### src/rtl/tile_io_frontend.sv
`default_nettype none
// +--------------------------------------------------------------------------+
// | Module   : tile_io_frontend                                              |
// | Desc     : Debounced, auto-repeating button pulses and per-array LED     |
// |            display modes (off/solid/blink/dim) with a win-flash override.|
// | Revision : 1.0 - initial release                                         |
// +--------------------------------------------------------------------------+
module tile_io_frontend #(
  parameter int N_TILES         = 28,
  parameter int N_BTN           = 5,
  parameter int DEBOUNCE_CYCLES = 500000,
  parameter int REPEAT_DELAY    = 25000000,
  parameter int REPEAT_RATE     = 10000000,
  parameter int BLINK_HALF      = 12500000,
  parameter int PWM_BITS        = 4
) (
  input  logic                clk,
  input  logic                rst,
  input  logic [N_BTN-1:0]    btn_raw,
  output logic [N_BTN-1:0]    btn_level,
  output logic [N_BTN-1:0]    btn_press,
  input  logic [N_TILES-1:0]  tiles_p_in,
  input  logic [N_TILES-1:0]  tiles_g_in,
  input  logic [1:0]          mode_p,
  input  logic [1:0]          mode_g,
  input  logic [PWM_BITS-1:0] bright_p,
  input  logic [PWM_BITS-1:0] bright_g,
  input  logic                win,
  output logic [N_TILES-1:0]  led_p,
  output logic [N_TILES-1:0]  led_g,
  output logic                blink_phase
);

  localparam int C_DB_W = (DEBOUNCE_CYCLES > 1) ? $clog2(DEBOUNCE_CYCLES) : 1;
  localparam int C_RC_W = $clog2(REPEAT_DELAY + REPEAT_RATE + 1);
  localparam int C_BK_W = (BLINK_HALF > 1) ? $clog2(BLINK_HALF) : 1;

  logic [N_BTN-1:0] r_sync1;
  logic [N_BTN-1:0] r_sync2;

  always_ff @(posedge clk) begin
    if (rst) begin
      r_sync1 <= '0;
      r_sync2 <= '0;
    end else begin
      r_sync1 <= btn_raw;
      r_sync2 <= r_sync1;
    end
  end

  for (genvar i = 0; i < N_BTN; i++) begin : g_btn
    logic [C_DB_W-1:0] r_db_cnt;
    logic [C_RC_W-1:0] r_rc;
    logic              r_level;
    logic              r_press;
    logic              w_diff;
    logic              w_accept;
    logic              w_rise;
    logic              w_fall;
    logic              w_rc_hit;
    logic [C_RC_W-1:0] w_rc_next;

    assign w_diff    = r_sync2[i] != r_level;
    assign w_accept  = w_diff && (r_db_cnt == C_DB_W'(DEBOUNCE_CYCLES - 1));
    assign w_rise    = w_accept && r_sync2[i];
    assign w_fall    = w_accept && !r_sync2[i];
    assign w_rc_next = r_rc + 1'b1;
    // The release edge itself never repeats, even if the repeat point lands on it
    assign w_rc_hit  = (REPEAT_DELAY > 0) && r_level && !w_fall &&
                       ((w_rc_next == C_RC_W'(REPEAT_DELAY)) ||
                        (w_rc_next == C_RC_W'(REPEAT_DELAY + REPEAT_RATE)));

    always_ff @(posedge clk) begin
      if (rst) begin
        r_db_cnt <= '0;
        r_rc     <= '0;
        r_level  <= 1'b0;
        r_press  <= 1'b0;
      end else begin
        r_press <= w_rise | w_rc_hit;
        if (!w_diff) begin
          r_db_cnt <= '0;
        end else if (w_accept) begin
          r_db_cnt <= '0;
          r_level  <= r_sync2[i];
        end else begin
          r_db_cnt <= r_db_cnt + 1'b1;
        end
        if (w_rise || w_fall || !r_level || (REPEAT_DELAY == 0)) begin
          r_rc <= '0;
        end else if (w_rc_next == C_RC_W'(REPEAT_DELAY + REPEAT_RATE)) begin
          r_rc <= C_RC_W'(REPEAT_DELAY);
        end else begin
          r_rc <= w_rc_next;
        end
      end
    end

    assign btn_level[i] = r_level;
    assign btn_press[i] = r_press;
  end

  logic [C_BK_W-1:0]   r_bk_cnt;
  logic                r_phase;
  logic                r_win_q;
  logic [PWM_BITS-1:0] r_pwm_cnt;
  logic                w_bk_wrap;
  logic                w_win_rise;
  logic                w_phase_next;

  assign w_bk_wrap    = r_bk_cnt == C_BK_W'(BLINK_HALF - 1);
  assign w_win_rise   = win && !r_win_q;
  // A fresh win restarts the blink so the flash begins lit
  assign w_phase_next = w_win_rise ? 1'b1 : (w_bk_wrap ? !r_phase : r_phase);

  always_ff @(posedge clk) begin
    if (rst) begin
      r_bk_cnt  <= '0;
      r_phase   <= 1'b0;
      r_win_q   <= 1'b0;
      r_pwm_cnt <= '0;
    end else begin
      r_win_q   <= win;
      r_phase   <= w_phase_next;
      r_pwm_cnt <= r_pwm_cnt + 1'b1;
      if (w_win_rise || w_bk_wrap) r_bk_cnt <= '0;
      else                         r_bk_cnt <= r_bk_cnt + 1'b1;
    end
  end

  function automatic logic f_enable(input logic [1:0] mode, input logic [PWM_BITS-1:0] bright,
                                    input logic phase, input logic [PWM_BITS-1:0] pwm);
    case (mode)
      2'b00:   f_enable = 1'b0;
      2'b01:   f_enable = 1'b1;
      2'b10:   f_enable = phase;
      default: f_enable = (&bright) ? 1'b1 : (pwm < bright);
    endcase
  endfunction

  logic                w_en_p;
  logic                w_en_g;
  logic [N_TILES-1:0]  r_led_p;
  logic [N_TILES-1:0]  r_led_g;

  assign w_en_p = f_enable(mode_p, bright_p, w_phase_next, r_pwm_cnt);
  assign w_en_g = f_enable(mode_g, bright_g, w_phase_next, r_pwm_cnt);

  always_ff @(posedge clk) begin
    if (rst) begin
      r_led_p <= '0;
      r_led_g <= '0;
    end else if (win) begin
      r_led_p <= {N_TILES{w_phase_next}};
      r_led_g <= {N_TILES{w_phase_next}};
    end else begin
      r_led_p <= tiles_p_in & {N_TILES{w_en_p}};
      r_led_g <= tiles_g_in & {N_TILES{w_en_g}};
    end
  end

  assign led_p       = r_led_p;
  assign led_g       = r_led_g;
  assign blink_phase = r_phase;

endmodule
`default_nettype wire

### config.mk
export PLATFORM = sky130hd
export DESIGN_NAME = tile_io_frontend
export DESIGN_NICKNAME = d
export VERILOG_FILES = /design/src/rtl/tile_io_frontend.sv
export SDC_FILE = /design/constraint.sdc
export NUM_CORES = 1
export LEC_CHECK = 0
export CAP_MARGIN = 15
export CORE_MARGIN = 2
export CORE_UTILIZATION = 60
export CTS_BUF_LIST = sky130_fd_sc_hd__clkbuf_4 sky130_fd_sc_hd__clkbuf_8
export CTS_CLUSTER_DIAMETER = 60
export CTS_CLUSTER_SIZE = 8
export DETAILED_ROUTE_END_ITERATION = 8
export PLACE_DENSITY = 0.8
export SETUP_SLACK_MARGIN = 0.5
export SYNTH_ARGS = -nofsm -noshare
export SYNTH_HDL_FRONTEND = slang
export SYNTH_SLANG_ARGS = --single-unit
### constraint.sdc
create_clock -name clk -period 3.3 [get_ports clk]
set_clock_uncertainty 0.1 [all_clocks]
set_input_delay 0.33 -clock clk [delete_from_list [all_inputs] [get_ports clk]]
set_output_delay 0.33 -clock clk [all_outputs]
set_load 0.01 [all_outputs]
==> results of run 1 <==
kinds of logic after synthesis:
kind of cell / share of synthesized area, %
buffers and inverters: 3.266
xor gates and xnor gates: 13.12
DFF: 43.36
adders and majority gates: 1.719
and+or+nand+nor: 28.45
AOI/OAI and AO/OA: 9.824
muxes: 0.2620
where the power goes:
group          internal (mW)  leakage, nW  total (mW)  switching, mW
clock                   1.31        0.361        2.73           1.42
combinational          0.227         3.59       0.385          0.158
sequential              4.05         2.70        4.08         0.0275
layout by cell type, fill, tap and decap left out, types with 7 or more instances in the layout:
cell type and count:
sky130_fd_sc_hd__a21o_1 62, sky130_fd_sc_hd__a21oi_1 39, sky130_fd_sc_hd__a21oi_2 7, sky130_fd_sc_hd__and2_1 14, sky130_fd_sc_hd__and3_1 50, sky130_fd_sc_hd__and4_1 24, sky130_fd_sc_hd__buf_4 58, sky130_fd_sc_hd__clkbuf_8 48
sky130_fd_sc_hd__clkdlybuf4s50_1 142, sky130_fd_sc_hd__dfxtp_1 295, sky130_fd_sc_hd__dfxtp_2 24, sky130_fd_sc_hd__dfxtp_4 12, sky130_fd_sc_hd__ha_1 17, sky130_fd_sc_hd__inv_1 26, sky130_fd_sc_hd__nand2_1 121, sky130_fd_sc_hd__nand2b_1 7
sky130_fd_sc_hd__nand3_1 101, sky130_fd_sc_hd__nand4_1 77, sky130_fd_sc_hd__nand4b_1 8, sky130_fd_sc_hd__nor2_1 226, sky130_fd_sc_hd__nor2b_1 22, sky130_fd_sc_hd__nor3_1 61, sky130_fd_sc_hd__nor3b_1 14, sky130_fd_sc_hd__nor4_1 19
sky130_fd_sc_hd__nor4b_1 7, sky130_fd_sc_hd__o21a_1 13, sky130_fd_sc_hd__o21ai_0 15, sky130_fd_sc_hd__or3_1 12, sky130_fd_sc_hd__or4_1 7, sky130_fd_sc_hd__xnor2_1 102, sky130_fd_sc_hd__xor2_1 125
routing by layer:
metal / vias to the layer above / GRT usage (%)
met5: - / 0
met4: 0 / 8.852
met3: 75 / 6.602
met2: 448 / 43.54
met1: 6021 / 31.68
li1: 6423 / -
registers in the layout (all words and copies together) (netlist names):
register	cells
r_pwm_cnt	4
g_btn.r_level	5
r_sync2	5
g_btn.r_press	5
g_btn.r_db_cnt	95
r_bk_cnt	24
r_sync1	5
r_win_q	1
g_btn.r_rc	130
led_g	28
blink_phase	1
led_p	28
per-stage QoR:
step	cell area, um2	setup slack [ns]	hold WS (ns)
3_5_place_dp	17010	0.1363	0.3231
6_report	18320	0.4798	0.2133
2_1_floorplan	15400	0.4880	0.3132
3_3_place_gp	17010	0.1446	0.3192
4_1_cts	18080	0.4655	0.1836
5_1_grt	18320	0.3846	0.2087
path summary, 6_finish.rpt:
kind / end / slack, ns / cells after the start
max: g_btn[2].r_rc[14] / 0.48 / 8
min: r_sync1[2] / 0.21 / 2
max reg2reg: g_btn[2].r_rc[14] / 0.48 / 8
min reg2reg: r_sync2[0] / 0.34 / 1
final cells by class:
cell class	count	area (um2)
timing repair buffer	206	1951
clock buffer	48	660.6
multi-input combinational	1295	8464
clock inverter	4	35.03
inverter	26	97.59
tap	330	412.9
fill	1947	6787
sequential	331	6701
critical path, stage by stage, from the launching register on:
cell and delay (ns):
sky130_fd_sc_hd__dfxtp_2 0.35, sky130_fd_sc_hd__ha_4 0.17, sky130_fd_sc_hd__nand3_4 0.07, sky130_fd_sc_hd__or4_4 0.58, sky130_fd_sc_hd__nor3_4 0.18, sky130_fd_sc_hd__xnor2_2 0.10
sky130_fd_sc_hd__or4b_4 0.52, sky130_fd_sc_hd__or4_4 0.51, sky130_fd_sc_hd__a21oi_2 0.16
what timing repair did:
action,in CTS,in global routing
resized for setup,43,49
gates cloned,1,1
setup buffers,32,11
endpoints found under the hold margin,0,0
pin swaps,23,11
setup endpoints to repair,87,128
==> metrics.md, run 1 <==
| Metric | Value |
|---|---|
| Result of the run | `finished, final reports clean` |
| Overall Global Routing Usage | `25.69%` |
| First-pass GRT wire length | `~57000 um` |
| Primary flip-flop cell chosen by synthesis mapping | `sky130_fd_sc_hd__dfxtp_1` |
| Overall die width | `~160 um` |
| Cell area after synthesis | `15280 um2` |
| Clk Latency, worst-skew pair | `0.57 ns` |
| Sink Count | `331` |
| Setup violators final | `0` |
| Share of the synthesized area in the top cell type | `43.36%` |
| Number of detailed-routing iterations run before antenna repair | `5` |
| Leading cell types by count after synthesis | `sky130_fd_sc_hd__dfxtp_1, sky130_fd_sc_hd__nor2_1, sky130_fd_sc_hd__xor2_1, sky130_fd_sc_hd__nand2_1` |
| Number of placed I/O pins | `143` |
| Met3 wire len | `2524 um` |
| Hold bufs inserted after CTS | `0` |
| Clock root buffer | `sky130_fd_sc_hd__clkbuf_8` |
| Input/output buffers | `142` |
| Length of routed wiring on met1 | `between 15000 and 20000 um` |
| Number of different library cells in the post-synthesis netlist | `79` |
| Placed wire-length estimate | `23890 um` |
| Min-Delay Path Class | `in2reg` |
| Htree depth | `2` |
| Remaining max-slew budget at the tightest pin | `between 50% and 60%` |
| Post-Route Setup TNS | `0 ns` |
| Number of instances in the synthesized netlist | `1736` |
| Total of flip-flops plus latches after synthesis | `between 300 and 400` |
| Peak supply drop | `0.0003658 V` |
| Number of nets in the synthesized netlist | `1833` |
| Syn. warnings | `0` |
| Count of flip-flops with a built-in enable after synthesis | `0` |
| Sequential share of the synthesized area | `between 40% and 50%` |
| Final ANT Viol Nets | `0` |
| Sum of met2 wire segment lengths after detailed routing | `about 17000 um` |
| Number of clock buffers inserted by TritonCTS | `47` |
| Vertical extent of the die | `163.6 um` |
| Initial core utilization | `60.87%` |
| Via-to-Cell Ratio | `5.789` |
| Peak Freq | `354.6 MHz` |
| Endpoint class of the critical path | `flop` |
| Core region area | `approximately 25000 um2` |
| LEAKAGE | `6.654 nW` |
| Cells after DPL | `2143` |
| Worst Hold Launch | `btn_raw[2]` |
| DRC violations left | `0` |
| Area delta synth->final | `19.89%` |
| Number of DRC violations after detailed-routing iteration 0 | `883` |
| Dominant cell by count in the synthesized netlist | `sky130_fd_sc_hd__dfxtp_1` |
| Proportion of synthesized flip-flops having asynchronous set or reset | `0%` |
| Placer's final routability congestion estimate | `0.9296` |
| Dominant cell type by area after synthesis | `sky130_fd_sc_hd__dfxtp_1` |
| Layout Cells excl Fill | `2240` |
| Final number of hold-violating endpoints | `0` |
| Avg Inst Size Synth | `8.804 um2` |
| Area enclosed by the die boundary | `26770 um2` |
| Max Buffers Root-to-Sink | `3` |
| Fraction of final layout cells sized beyond drive strength 1 | `12.20%` |
| Final cycle utilization of the critical path | `85.46%` |
| Count of nets after finishing | `2004` |
| WP data arrival | `about 3.2 ns` |
| Critical Path Source Type | `flop` |
| Total grt overflow | `0` |
| Max-cap check violation count | `0` |
| Highest layer used for signal routing | `met4` |
| Post-layout utilization of the core | `72.97%` |
| Start point of the critical path | `g_btn[2].r_rc[1]` |
| Clock slew at the register clock pins of the worst setup and hold paths | `0.06 ns` |
| Highest fanout seen on the critical path | `7` |
| Number of pins with negative max-slew slack in the final report | `0` |
| Number of antenna violations at the first check in global routing | `0` |
| Classification of the worst setup path | `reg2reg` |
| Vias after detailed routing | `roughly 13000` |
| Power per unit of standard cell area | `392.7 nW/um2` |
| Slew at the pin closest to its max-slew limit | `0.7406 ns` |
| Number of core rows | `58` |
| Largest net degree at the start of global routing | `45` |
| Minimum clock period | `2.820 ns` |
| Total power | `7.194 mW` |
| Data required time of the worst path | `3.70 ns` |
| Via count of the first global-routing pass | `12290` |
| CTS tree | `yes` |
| Routed wirelength normalized by instance count | `15.65 um` |
| Detailed Route WL | `roughly 35000 um` |
| Setup repair after global routing missed its margin | `true` |
| Diode insertion count for antenna repair | `0` |
| Biggest area contributors in the synthesized netlist | `sky130_fd_sc_hd__dfxtp_1, sky130_fd_sc_hd__xor2_1, sky130_fd_sc_hd__xnor2_1, sky130_fd_sc_hd__nor2_1, sky130_fd_sc_hd__nand3_1` |
| Source of the worst register-to-register timing path | `g_btn[2].r_rc[1]` |
(Power assumes the default switching activity.)
==> inputs of run 2 (changes only) <==
--- a/config.mk
+++ b/config.mk
@@ -5,6 +5,7 @@
 export SDC_FILE = /design/constraint.sdc
 export NUM_CORES = 1
 export LEC_CHECK = 0
+export ABC_AREA = 1
 export CAP_MARGIN = 15
 export CORE_MARGIN = 2
 export CORE_UTILIZATION = 60
@@ -12,7 +13,7 @@
 export CTS_CLUSTER_DIAMETER = 60
 export CTS_CLUSTER_SIZE = 8
 export DETAILED_ROUTE_END_ITERATION = 8
-export PLACE_DENSITY = 0.8
+export PLACE_DENSITY = 0.79
 export SETUP_SLACK_MARGIN = 0.5
 export SYNTH_ARGS = -nofsm -noshare
 export SYNTH_HDL_FRONTEND = slang
==> metrics.md, run 2 <==
| Metric | Value |
|---|---|
| Vertical extent of the die | `171.3 um` |
| Minimum clock period | `2.582 ns` |
| Internal power consumption | `5.793 mW` |
| Placer's final routability congestion estimate | `0.9301` |
| Setup violators final | `0` |
| Fraction of final layout cells sized beyond drive strength 1 | `5.063%` |
| First-pass GRT wire length | `65290 um` |
| Dominant cell type by area after synthesis | `sky130_fd_sc_hd__dfxtp_1` |
| Setup repair after global routing missed its margin | `false` |
| Part of the power in combinational logic | `5.8%` |
| Via count of the first global-routing pass | `about 15000` |
| Switching Fraction | `~23%` |
| Avg Inst Size Synth | `6.780 um2` |
| Via-to-Cell Ratio | `5.269` |
| Number of nets in the synthesized netlist | `2574` |
| Min-Delay Path Class | `in2reg` |
| Number of detailed-routing iterations run before antenna repair | `8` |
| Highest fanout seen on the critical path | `11` |
| Post-route cell area | `19250 um2` |
| Dominant cell by count in the synthesized netlist | `sky130_fd_sc_hd__nand2_1` |
| Total grt overflow | `0` |
| Final cycle utilization of the critical path | `a little under 80%` |
| Biggest area contributors in the synthesized netlist | `sky130_fd_sc_hd__dfxtp_1, sky130_fd_sc_hd__nand2_1, sky130_fd_sc_hd__nor2_1, sky130_fd_sc_hd__inv_1, sky130_fd_sc_hd__a21oi_1` |
| Number of instances in the synthesized netlist | `2477` |
| Largest net degree at the start of global routing | `69` |
| Area occupied by registers | `6628 um2` |
| LEAKAGE | `approximately 7 nW` |
| Htree depth | `2` |
| Area enclosed by the die boundary | `29350 um2` |
| Sink Count | `around 330` |
| Area used by multi-input combinational logic | `8717 um2` |
| Slew at the pin closest to its max-slew limit | `0.7643 ns` |
| Number of pins with negative max-slew slack in the final report | `0` |
| Overall die width | `171.3 um` |
| Leading cell types by count after synthesis | `sky130_fd_sc_hd__nand2_1, sky130_fd_sc_hd__nor2_1, sky130_fd_sc_hd__dfxtp_1, sky130_fd_sc_hd__inv_1, sky130_fd_sc_hd__a21oi_1` |
| Total of fill cells in the finished design | `2410` |
| Cells after DPL | `approximately 2900` |
| Clock root buffer | `sky130_fd_sc_hd__clkbuf_8` |
| Critical Path Source Type | `flop` |
| Total cell area at the placement stage | `around 18000 um2` |
| Placed wire-length estimate | `about 28000 um` |
| Largest reg by FF count | `g_btn.r_rc` |
| Input/output buffers | `142` |
| Number of placed I/O pins | `approximately 140` |
| Overall Global Routing Usage | `a little over a quarter` |
| Primary flip-flop cell chosen by synthesis mapping | `sky130_fd_sc_hd__dfxtp_1` |
| Diode insertion count for antenna repair | `0` |
| Initial core utilization | `60.62%` |
| Leading cell type in the layout, fill and taps excluded | `sky130_fd_sc_hd__nand2_1` |
| DRC violations left | `0` |
| Final ANT Viol Nets | `0` |
| Sw power | `1.695 mW` |
| Count of nets after finishing | `2720` |
| Cell area after synthesis | `16790 um2` |
| Endpoint class of the critical path | `flop` |
| Total of flip-flops plus latches after synthesis | `331` |
| Peak supply drop | `0.0002955 V` |
| Sequential fraction of design power | `54.6%` |
| Clk Latency, worst-skew pair | `just under 0.6 ns` |
| Final number of hold-violating endpoints | `0` |
| Max Buffers Root-to-Sink | `3` |
| Result of the run | `finished, final reports clean` |
| Number of antenna violations at the first check in global routing | `0` |
| Area delta synth->final | `14.62%` |
| Data required time of the worst path | `3.66 ns` |
| Power per unit of standard cell area | `between 300 and 400 nW/um2` |
| Post-Route Setup TNS | `0 ns` |
| Count of flip-flops with a built-in enable after synthesis | `0` |
| Layout Cells excl Fill | `about 3000` |
| Fraction of power consumed by the clock network | `39.7%` |
| Clock slew at the register clock pins of the worst setup and hold paths | `0.07 ns` |
| Biggest regs | `g_btn.r_rc (130), g_btn.r_db_cnt (95)` |
| Classification of the worst setup path | `reg2reg` |
| Remaining max-slew budget at the tightest pin | `49.05%` |
| Total power | `about 7.5 mW` |
| Share of the synthesized area in the top cell type | `39.45%` |
| Max-cap check violation count | `0` |
| Hold slack | `0.1738 ns` |
| Detailed Route WL | `38710 um` |
| Number of clock buffers inserted by TritonCTS | `48` |
| Syn. warnings | `0` |
| Sequential share of the synthesized area | `39.45%` |
| Peak Freq | `387.4 MHz` |
| CTS tree | `yes` |
| Commonest cells after routing, fill and taps aside | `sky130_fd_sc_hd__nand2_1, sky130_fd_sc_hd__nor2_1, sky130_fd_sc_hd__dfxtp_1` |
| Number of DRC violations after detailed-routing iteration 0 | `1273` |
| Vias after detailed routing | `between 15000 and 20000` |
| Number of core rows | `61` |
| Proportion of synthesized flip-flops having asynchronous set or reset | `0%` |
| Number of different library cells in the post-synthesis netlist | `39` |
| WP data arrival | `2.94 ns` |
| Flip-flop count of the largest register, all copies and words added | `130` |
| Core region area | `between 20000 and 30000 um2` |
| Routed wirelength normalized by instance count | `12.88 um` |
run 2: cell types whose count changed in the layout (fill, tap and decap cells not counted), moves of 60 or more:
cell and delta:
sky130_fd_sc_hd__nand3b_1 +67, sky130_fd_sc_hd__xnor2_1 -69, sky130_fd_sc_hd__xor2_1 -70, sky130_fd_sc_hd__a21o_1 -60
sky130_fd_sc_hd__a21oi_1 +120, sky130_fd_sc_hd__inv_1 +287, sky130_fd_sc_hd__nor2_1 +166, sky130_fd_sc_hd__nand2_1 +488
run 2: worst max-delay path, cell delays in order (launching register included):
cell,delay (ns)
sky130_fd_sc_hd__dfxtp_1,0.39
sky130_fd_sc_hd__ha_1,0.21
sky130_fd_sc_hd__nand3_1,0.14
sky130_fd_sc_hd__inv_1,0.10
sky130_fd_sc_hd__nand2_1,0.07
sky130_fd_sc_hd__nor2_2,0.26
sky130_fd_sc_hd__nand2_1,0.11
sky130_fd_sc_hd__xor2_1,0.26
sky130_fd_sc_hd__nand3_1,0.13
sky130_fd_sc_hd__nor2_1,0.20
sky130_fd_sc_hd__nand3_4,0.21
sky130_fd_sc_hd__nand3_2,0.23
sky130_fd_sc_hd__nor2_1,0.07
run 2: through the flow:
stage	utilization [%]	worst slack, ns
2_1_floorplan	-	1.070
3_3_place_gp	66.59	0.7355
3_5_place_dp	66.59	0.6951
4_1_cts	69.38	0.6868
5_1_grt	69.48	0.5079
6_report	69.48	0.7184
run 2: routing by layer:
| layer | vias to the layer above | wire length (um) | global-route usage [%] |
|---|---|---|---|
| li1 | 8145 | - | - |
| met1 | 7147 | 17310 | 32.31 |
| met2 | 456 | 17380 | 44.67 |
| met3 | 85 | 3058 | 7.547 |
| met4 | 0 | 966 | 8.475 |
| met5 | - | 0 | 0 |
run 2: area by class of cell:
cell class	instances	share of cell area, %
tap	378	2.457
sequential	331	34.43
timing repair buffer	151	7.721
multi-input combinational	1776	45.28
inverter	315	6.142
clock buffer	50	3.575
clock inverter	4	0.3965
run 2: power by group through the flow:
stage                     clock (mW)  sequential, mW  combinational, mW
after global routing            3.20            4.09              0.469
after floorplan                    0            4.20              0.161
after global placement             0            4.17              0.423
after CTS                       3.06            4.09              0.431
after detailed placement           0            4.17              0.426
final                           2.97            4.09              0.431
run 2: cell families after synthesis:
family / share of synthesized area (%)
AOI/OAI and AO/OA: 6.355
xor gates and xnor gates: 4.641
adders and majority gates: 1.564
buffers and inverters: 8.806
DFF: 39.45
and+or+nand+nor: 39.18
run 2: final timing paths:
| path | startpoint | end | slack, ns | cells past startpoint |
|---|---|---|---|---|
| worst max-delay path | g_btn[1].r_rc[1] | g_btn[1].r_rc[10] | 0.72 | 12 |
| worst min-delay path | btn_raw[0] | r_sync1[0] | 0.17 | 3 |
| worst max register to register | g_btn[1].r_rc[1] | g_btn[1].r_rc[10] | 0.72 | 12 |
| worst min register to register | r_sync1[0] | r_sync2[0] | 0.30 | 2 |
run 2: what timing repair did:
| action | in CTS | in global routing |
|---|---|---|
| buffers inserted | 0 | 0 |
| endpoints found under the setup margin | 0 | 43 |
| gates resized for setup | 0 | 5 |
| hold endpoints to repair | 4 | 0 |
| hold buffers | 1 | 0 |
==> inputs of run 3 (changes only) <==
==> constraint.sdc (replaced) <==
create_clock -name clk -period 2.55 [get_ports clk]
set_clock_uncertainty 0.1 [all_clocks]
set_input_delay 0.255 -clock clk [delete_from_list [all_inputs] [get_ports clk]]
set_output_delay 0.255 -clock clk [all_outputs]
set_load 0.01 [all_outputs]
==> metrics.md, run 3 (same netlist as run 2, synthesis figures left out) <==
| Metric | Value |
|---|---|
| First-pass GRT wire length | `71350 um` |
| Most prevalent standard cell on the critical path | `sky130_fd_sc_hd__nand2_1` |
| Area delta synth->final | `36.16%` |
| Slew at the pin closest to its max-slew limit | `between 0.8 and 0.9 ns` |
| Result of the run | `finished, final reports clean` |
| Overall Global Routing Usage | `28.88%` |
| Sequential fraction of design power | `between 50% and 60%` |
| Cells after DPL | `2967` |
| Sw power | `2.315 mW` |
| Total power | `9.803 mW` |
| Final number of hold-violating endpoints | `0` |
| Htree depth | `2` |
| Final cycle utilization of the critical path | `95.29%` |
| Max-cap check violation count | `0` |
| Setup repair after global routing missed its margin | `true` |
| Overall die width | `171.3 um` |
| Worst Hold Path EP | `r_sync1[1]` |
| Source of the worst register-to-register timing path | `g_btn[4].r_rc[13]` |
| Area enclosed by the die boundary | `between 20000 and 30000 um2` |
| LEAKAGE | `8.379 nW` |
| Setup violators final | `0` |
| Diode insertion count for antenna repair | `0` |
| Endpoint class of the critical path | `flop` |
| Initial core utilization | `60.62%` |
| Highest fanout seen on the critical path | `6` |
| Number of pins with negative max-slew slack in the final report | `0` |
| Part of the power in combinational logic | `a little over 7%` |
| Largest net degree at the start of global routing | `66` |
| Cell with the biggest individual delay on the critical path | `sky130_fd_sc_hd__dfxtp_1` |
| Minimum clock period | `roughly 2.4 ns` |
| CTS tree | `yes` |
| Post-route cell area | `22870 um2` |
| Fraction of power consumed by the clock network | `around two fifths` |
| Critical R2R Capture | `g_btn[4].r_rc[7]` |
| Min-Delay Path Class | `in2reg` |
| Min-Delay Path Depth | `3` |
| Critical Path Source Type | `flop` |
| Clock slew at the register clock pins of the worst setup and hold paths | `0.07 ns` |
| Vertical extent of the die | `about 170 um` |
| Leading cell type in the layout, fill and taps excluded | `sky130_fd_sc_hd__nand2_1` |
| Number of clock buffers inserted by TritonCTS | `48` |
| Power per unit of standard cell area | `428.7 nW/um2` |
| Via count of the first global-routing pass | `16080` |
| Core region area | `27710 um2` |
| Via-to-Cell Ratio | `5.586` |
| Number of detailed-routing iterations run before antenna repair | `6` |
| DRC violations left | `0` |
| Placer's final routability congestion estimate | `0.9640` |
| Internal power consumption | `around 7.5 mW` |
| Buffering stage count on the worst path with inverters included | `1` |
| Count of nets after finishing | `2882` |
| Number of placed I/O pins | `143` |
| Detailed Route WL | `50020 um` |
| Clock root buffer | `sky130_fd_sc_hd__clkbuf_8` |
| Max Buffers Root-to-Sink | `3` |
| Commonest cells after routing, fill and taps aside | `sky130_fd_sc_hd__nand2_1, sky130_fd_sc_hd__inv_1, sky130_fd_sc_hd__nor2_1` |
| Total cell area at the placement stage | `18740 um2` |
| R2r worst-path depth | `13` |
| Final WS setup | `about 0.12 ns` |
| Pre-CTS worst setup slack | `0.2316 ns` |
| Layout Cells excl Fill | `3169` |
| Input/output buffers | `about 140` |
| Number of core rows | `61` |
| Peak Freq | `~410 MHz` |
| Remaining max-slew budget at the tightest pin | `46.19%` |
| Classification of the worst setup path | `reg2reg` |
| Largest reg by FF count | `g_btn.r_rc` |
| Final ANT Viol Nets | `0` |
| WP data arrival | `2.79 ns` |
| Worst Hold Launch | `btn_raw[1]` |
| Sink Count | `331` |
| Post-Route Setup TNS | `0 ns` |
| Placed wire-length estimate | `approximately 28000 um` |
| Switching Fraction | `23.62%` |
| Number of DRC violations after detailed-routing iteration 0 | `1651` |
| CP cell instances | `nand2_1 -> nor2_1 -> buf_4 -> nand2_1 -> nand3b_1 -> nand2_1 -> nand2_1 -> nor2_2 -> nand2_2 -> nor2_4 -> nand3_4 -> nand2_4 -> nor2_1` |
| Routed wirelength normalized by instance count | `15.78 um` |
| Start point of the critical path | `g_btn[4].r_rc[13]` |
| Flip-flop count of the largest register, all copies and words added | `130` |
| Reg-to-reg slack, setup | `0.12 ns` |
| Cell type group with the largest total delay on the critical path | `simple AND/OR/NAND/NOR gates` |
| Fraction of final layout cells sized beyond drive strength 1 | `26.23%` |
| Total of fill cells in the finished design | `about 1700` |
| Peak supply drop | `between 0.0003 and 0.0004 V` |
| Clk Latency, worst-skew pair | `0.59 ns` |
| Total grt overflow | `0` |
| Data required time of the worst path | `2.91 ns` |
| Vias after detailed routing | `17700` |
| Max incr delay on CP | `0.40 ns` |
| Biggest regs | `g_btn.r_rc (130), g_btn.r_db_cnt (95)` |
| Number of antenna violations at the first check in global routing | `0` |
-- run 3: repair_timing --
| item | in CTS | in global routing |
|---|---|---|
| endpoints found under the setup margin | 186 | 225 |
| gates cloned | 10 | 5 |
| pin swaps | 90 | 126 |
| endpoints found under the hold margin | 4 | 0 |
| setup buffers | 75 | 55 |
| resized for setup | 245 | 340 |
| hold buffers | 1 | 0 |
-- run 3: per-layer routing --
layer / share of wire (%) / GRT usage [%] / wire length, um
met5: 0 / 0 / 0
met2: 49 / 51.05 / 24640
met3: 7.3 / 5.983 / 3627
met4: 4.1 / 10.69 / 2059
met1: 39 / 34.56 / 19690
-- run 3: worst max-delay path by stage --
stage / to / slack (ns) / depth (start not counted)
global placement: led_p[0] / 0.28 / 13
global route: g_btn[4].r_rc[4] / 0.02 / 13
CTS: g_btn[3].r_rc[19] / 0.42 / 12
detailed placement: led_g[10] / 0.23 / 10
finish: g_btn[4].r_rc[7] / 0.12 / 13
floorplan: g_btn[4].r_rc[8] / 0.50 / 15
-- run 3: through the flow --
step / util [%] / hold slack, ns
floorplan: - / 0.2620
global placement: 67.65 / 0.2924
detailed placement: 67.65 / 0.2977
CTS: 76.31 / 0.05337
global route: 82.54 / 0.1076
finish: 82.54 / 0.08861
-- run 3: final cells by class --
type,count,area (um2),share of cell area (%)
Multi-Input combinational cell,1783,10700,46.78
Clock inverter,5,75.07,0.3283
Timing Repair Buffer,306,2965,12.97
Clock buffer,51,689.4,3.015
Tap cell,378,473.0,2.068
Inverter,315,1187,5.192
Sequential cell,331,6780,29.65
-- run 3: worst register-to-register path, stage by stage, from the launching register on --
cell	delay [ns]
sky130_fd_sc_hd__dfxtp_1	0.40
sky130_fd_sc_hd__nand2_1	0.16
sky130_fd_sc_hd__nor2_1	0.24
sky130_fd_sc_hd__buf_4	0.18
sky130_fd_sc_hd__nand2_1	0.08
sky130_fd_sc_hd__nand3b_1	0.20
sky130_fd_sc_hd__nand2_1	0.11
sky130_fd_sc_hd__nand2_1	0.07
sky130_fd_sc_hd__nor2_2	0.11
sky130_fd_sc_hd__nand2_2	0.08
sky130_fd_sc_hd__nor2_4	0.17
sky130_fd_sc_hd__nand3_4	0.20
sky130_fd_sc_hd__nand2_4	0.18
sky130_fd_sc_hd__nor2_1	0.05
-- run 3: power by group through the flow --
stage                     clock network (mW)  registers [mW]  logic [mW]
after global placement                     0            5.40       0.562
after detailed placement                   0            5.40       0.568
final                                   3.83            5.27       0.694
after floorplan                            0            5.43       0.209
after global routing                    4.09            5.28       0.736
after CTS                               3.88            5.28       0.612
